--- src/rtl/ps2_mouse_rx.sv ---
// ps2_mouse_rx: receive-only PS/2 mouse decoder turning stream-mode packets into paddle speed/direction.
module ps2_mouse_rx #(
  parameter int FILTER_LEN      = 4,
  parameter int TIMEOUT_CYCLES  = 2500,
  parameter int NEW_DATA_CYCLES = 2
) (
  input  logic       clk_25MHz,
  input  logic       reset,
  input  logic       ps2_clk,
  input  logic       ps2_data,
  output logic [7:0] paddle0_speed,
  output logic       paddle0_dir,
  output logic       new_data,
  output logic       frame_err
);
  localparam int FW = $clog2(FILTER_LEN + 1);
  localparam int TW = $clog2(TIMEOUT_CYCLES + 1);
  localparam int NW = $clog2(NEW_DATA_CYCLES + 1);
  typedef enum logic [1:0] {IDLE, DATA, PARITY, STOP} state_t;
  state_t        state_q, state_d;
  logic [1:0]    clk_s_q, clk_s_d, dat_s_q, dat_s_d;
  logic          filt_q, filt_d;
  logic [FW-1:0] fcnt_q, fcnt_d;
  logic [2:0]    bit_q, bit_d;
  logic [7:0]    shift_q, shift_d;
  logic          par_ok_q, par_ok_d;
  logic [TW-1:0] to_q, to_d;
  logic [1:0]    idx_q, idx_d;
  logic          sign_q, sign_d, ovf_q, ovf_d;
  logic [7:0]    speed_q, speed_d;
  logic          dir_q, dir_d;
  logic [NW-1:0] nd_cnt_q, nd_cnt_d;
  logic          nd_q, nd_d, err_q, err_d;
  logic          sclk, sdat, flip, fall, timeout, done;
  always_comb begin
    clk_s_d  = {clk_s_q[0], ps2_clk};
    dat_s_d  = {dat_s_q[0], ps2_data};
    sclk     = clk_s_q[1];
    sdat     = dat_s_q[1];
    flip     = (sclk != filt_q) && (fcnt_q == FW'(FILTER_LEN - 1));
    fcnt_d   = (sclk == filt_q || flip) ? '0 : fcnt_q + 1'b1;
    filt_d   = flip ? sclk : filt_q;
    fall     = flip & filt_q;
    timeout  = (state_q != IDLE) && !fall && (to_q == TW'(TIMEOUT_CYCLES - 1));
    to_d     = (state_q == IDLE || fall) ? '0 : to_q + 1'b1;
    state_d  = state_q;
    bit_d    = bit_q;
    shift_d  = shift_q;
    par_ok_d = par_ok_q;
    idx_d    = idx_q;
    sign_d   = sign_q;
    ovf_d    = ovf_q;
    speed_d  = speed_q;
    dir_d    = dir_q;
    err_d    = 1'b0;
    done     = 1'b0;
    nd_cnt_d = (nd_cnt_q != '0) ? nd_cnt_q - 1'b1 : '0;
    nd_d     = nd_cnt_q != '0;
    if (timeout) begin
      state_d = IDLE;
      idx_d   = 2'd0;
      err_d   = 1'b1;
    end else if (fall) begin
      case (state_q)
        IDLE: if (!sdat) begin
          state_d = DATA;
          bit_d   = 3'd0;
        end
        DATA: begin
          shift_d = {sdat, shift_q[7:1]};
          bit_d   = bit_q + 1'b1;
          state_d = (bit_q == 3'd7) ? PARITY : DATA;
        end
        PARITY: begin
          par_ok_d = ^{shift_q, sdat};
          state_d  = STOP;
        end
        default: begin
          state_d = IDLE;
          done    = sdat && par_ok_q;
          err_d   = !(sdat && par_ok_q);
          idx_d   = (sdat && par_ok_q) ? idx_q : 2'd0;
        end
      endcase
    end
    // Byte 0 without bit3 is a misaligned stream: drop it quietly and keep looking for a header.
    if (done) begin
      if (idx_q == 2'd0) begin
        idx_d  = shift_q[3] ? 2'd1 : 2'd0;
        sign_d = shift_q[3] ? shift_q[5] : sign_q;
        ovf_d  = shift_q[3] ? shift_q[7] : ovf_q;
      end else if (idx_q == 2'd1) begin
        idx_d = 2'd2;
      end else begin
        idx_d    = 2'd0;
        dir_d    = ~sign_q;
        speed_d  = (ovf_q || (sign_q && shift_q == 8'd0)) ? 8'hFF : sign_q ? 8'(-shift_q) : shift_q;
        nd_cnt_d = NW'(NEW_DATA_CYCLES);
      end
    end
  end
  always_ff @(posedge clk_25MHz or posedge reset) begin
    if (reset) begin
      clk_s_q  <= 2'b11;
      dat_s_q  <= 2'b11;
      filt_q   <= 1'b1;
      fcnt_q   <= '0;
      state_q  <= IDLE;
      bit_q    <= 3'd0;
      shift_q  <= 8'd0;
      par_ok_q <= 1'b0;
      to_q     <= '0;
      idx_q    <= 2'd0;
      sign_q   <= 1'b0;
      ovf_q    <= 1'b0;
      speed_q  <= 8'd0;
      dir_q    <= 1'b1;
      nd_cnt_q <= '0;
      nd_q     <= 1'b0;
      err_q    <= 1'b0;
    end else begin
      clk_s_q  <= clk_s_d;
      dat_s_q  <= dat_s_d;
      filt_q   <= filt_d;
      fcnt_q   <= fcnt_d;
      state_q  <= state_d;
      bit_q    <= bit_d;
      shift_q  <= shift_d;
      par_ok_q <= par_ok_d;
      to_q     <= to_d;
      idx_q    <= idx_d;
      sign_q   <= sign_d;
      ovf_q    <= ovf_d;
      speed_q  <= speed_d;
      dir_q    <= dir_d;
      nd_cnt_q <= nd_cnt_d;
      nd_q     <= nd_d;
      err_q    <= err_d;
    end
  end
  assign paddle0_speed = speed_q;
  assign paddle0_dir   = dir_q;
  assign new_data      = nd_q;
  assign frame_err     = err_q;
endmodule

--- config.mk ---
export PLATFORM = sky130hd
export DESIGN_NAME = ps2_mouse_rx
export DESIGN_NICKNAME = d
export VERILOG_FILES = /design/src/rtl/ps2_mouse_rx.sv
export SDC_FILE = /design/constraint.sdc
export NUM_CORES = 1
export LEC_CHECK = 0
export CAP_MARGIN = 25
export CORE_AREA = 5 5 93 95
export CTS_CLUSTER_DIAMETER = 150
export DETAILED_ROUTE_END_ITERATION = 8
export DIE_AREA = 0 0 98 100
export DONT_BUFFER_PORTS = 1
export GPL_ROUTABILITY_DRIVEN = 0
export HOLD_SLACK_MARGIN = 0.06
export SETUP_SLACK_MARGIN = 0.3
export SYNTH_ARGS = -nofsm -noshare
export SYNTH_HDL_FRONTEND = slang
export SYNTH_SLANG_ARGS = --single-unit
--- constraint.sdc ---
create_clock -name clk_25MHz -period 2.4 [get_ports clk_25MHz]
set_input_delay 0.48 -clock clk_25MHz [delete_from_list [all_inputs] [get_ports clk_25MHz]]
set_output_delay 0.48 -clock clk_25MHz [all_outputs]
set_load 0.01 [all_outputs]
==> results.md <==
* IO Pins at 15
* Detailed Route WL at 4050 µm
* Mapped Area at 2370 µm²
* Layout cell share with drive strength beyond 1 at 13.7%
* Setup TNS at 0 ns
* Leakage at 1.15 nW
* Max-cap viol count at 0
* Core box area at 7650 µm²
* DP HPWL at 2900 µm
* Worst slew pin tran at 0.604 ns
* CTS Sinks at 51
* Hold-fix buffers at CTS at 0
* Total gr overflow at 0
* Max_slew headroom at 59.7%
* Area grow syn2layout at 10.8%
* Top cells by area, synth: dfrtp_1 (47%), dfstp_2 (6.6%), xnor2_1 (5.2%)
* Worst r2r src: fcnt_q[0]
* Most common cell in the netlist: dfrtp_1
* VDD IR max at 0.000242 V
* Initial Utilization at 31.0%
* R2R Setup Slk at 0.42 ns
* Worst R2R Path Depth at 6
* WP data arrival at 2.20 ns
* CTS buffer count at 5
* NumNets Final at 246
* Clk buf depth at 2
* Cell Rows at 32
* Crit Path Class: reg -> reg
* Final Setup Violations at 0
* Crit path from: fcnt_q[0]
* Fillers at 763
* Die Area at 9800 µm²
* Worst EP required at 2.62 ns
* Final worst path period share at 82.6%
* Area share of the largest cell type after synthesis at 47.5%
* Chip height at 100 µm
* Post-Syn Area per Cell at 10.4 µm²
* Pwr/cell area at 652 nW/µm²
* Synth Flop Type: dfrtp_1
* Chip width at 98 µm
* Dpl cells at 327
* Routed length per instance at 12.1 µm
* Path type of the worst min-delay path: in -> async
* Overall routing resource usage at 8.96%
* Final core occ at 34.4%
* CTS Root Cell: clkbuf_8
* Initial antenna violation count at 0
* Largest net degree at the start of global routing at 29
* RSZ-0062 raised after global routing: no
* Max-slew violation count at 0
* Clock Skew at 0.0183 ns
* Net Count, Synth at 241
* Post-synth EDFFs at 0
* Register area share after synthesis at 54.1%
* #FFs+latches synth at 51
* Non-filler cells in the finished layout at 336
* DRT iter0 DRCs at 58
* R2r endpoint: idx_q[1]
* Startpoint Class: flop
* Achievable Freq at 504 MHz
* Input/output buffers at 0
* H-tree lvl count at 2
* Vias in the first global route at 1542
* N_diodes at 0
* Critical Path End Type: flop
* Cells after Synth at 228
* Skew-Pair Late Insertion Delay at 0.31 ns
* Worst-path clk slew at 0.11 ns
* Minimum clock period at 1.98 ns
* DR vias/cell at 4.77
* Synth warn at 0
* CTS tree: done
* First-pass GRT wire length at 7250 µm
* Commonest cells in the netlist: dfrtp_1 (45), nor2_1 (28), o21ai_0 (17)
* Status: finished clean
* Drt pass-1 iters at 4
* Number of routed nets with antenna violations at 0
* Final hold vios at 0
* Vias at 1603
* Async SR Flop Fraction at 100%
* Netlist cell types at 40
* Detailed-route DRC error count at 0
* Setup crit end: idx_q[1]
* Area leader, netlist: dfrtp_1
* Max FO, Critical Path at 5
-- state kept, by name (all words and copies together) (netlist names) --
signal	flops
new_data	1
fcnt_q	3
paddle0_speed	8
sign_q	1
dat_s_q	2
filt_q	1
paddle0_dir	1
bit_q	3
frame_err	1
nd_cnt_q	2
idx_q	2
to_q	12
par_ok_q	1
clk_s_q	2
shift_q	8
state_q	2
ovf_q	1
-- cell usage in the layout, fill, tap and decap left out, types with 5 or more instances in the layout --
master    instances
ha_1              9
buf_4             5
a21oi_1          13
dfstp_2           6
clkbuf_8          5
nand2_1           7
xnor2_1          14
inv_1            15
dfrtp_1          45
o21ai_0          17
nand3_1          14
nor2_1           28
xor2_1            5
-- repair_timing --
action | in CTS | in global routing
setup buffers | 0 | 1
setup endpoints to repair | 0 | 11
gates resized for setup | 0 | 3
-- worst min-delay path by stage --
stage	startpoint	end	slack, ns	depth (start not counted)
6_report	reset	frame_err	0.10	1
5_1_grt	ps2_clk	clk_s_q[0]	0.14	0
4_1_cts	reset	frame_err	0.12	1
3_5_place_dp	clk_s_q[0]	clk_s_q[1]	0.35	0
3_3_place_gp	clk_s_q[0]	clk_s_q[1]	0.35	0
2_1_floorplan	clk_s_q[0]	clk_s_q[1]	0.35	0
-- cell type report --
class	count	area (µm²)	share of cell area, %
tap	102	128	4.85
multi-input combinational	153	1000	38.1
sequential	51	1280	48.8
timing repair buffer	6	57.6	2.19
inverter	16	60.1	2.28
clock inverter	3	28.8	1.09
clock buffer	5	68.8	2.62
-- worst max-delay path, cell delays in order (launching register included) --
cell	delay (ns)
dfrtp_1	0.40
ha_1	0.20
ha_1	0.22
nand3b_1	0.13
o21ai_0	0.11
or4_1	0.56
a32o_2	0.28
-- metrics by stage --
stage	hold slack (ns)	total power [mW]	instance area, µm²	worst slack (ns)
final	0.103	1.72	2630	0.417
after floorplan	0.345	1.14	2370	0.406
after global placement	0.346	1.20	2510	0.425
after CTS	0.120	1.74	2610	0.382
after detailed placement	0.347	1.21	2510	0.375
after global routing	0.141	1.82	2630	0.305
-- per-layer routing --
metal / global-route usage [%] / share of wire [%]
met3: 3.34 / 5.5
met2: 14.0 / 45
met4: 3.30 / 0.86
met1: 11.3 / 49
met5: 0 / 0
-- kinds of logic (layout without fill, tap and decap cells) --
logic type,Yosys count,count (layout),share of synthesized area [%]
compound gates,39,39,9.71
xor+xnor,19,19,7.01
fa+ha+maj,9,9,4.75
simple gates,81,81,18.0
mux,5,5,2.32
buf+inv,24,30,4.11
flops,51,51,54.1
-- power breakdown --
| part | switching [mW] | internal [mW] | leakage (nW) | total (mW) |
|---|---|---|---|---|
| Combinational | 0.124 | 0.0860 | 0.412 | 0.210 |
| Clock | 0.310 | 0.217 | 0.0502 | 0.526 |
| Sequential | 0.0566 | 0.922 | 0.688 | 0.979 |
Power figures use the tool's default switching activity.
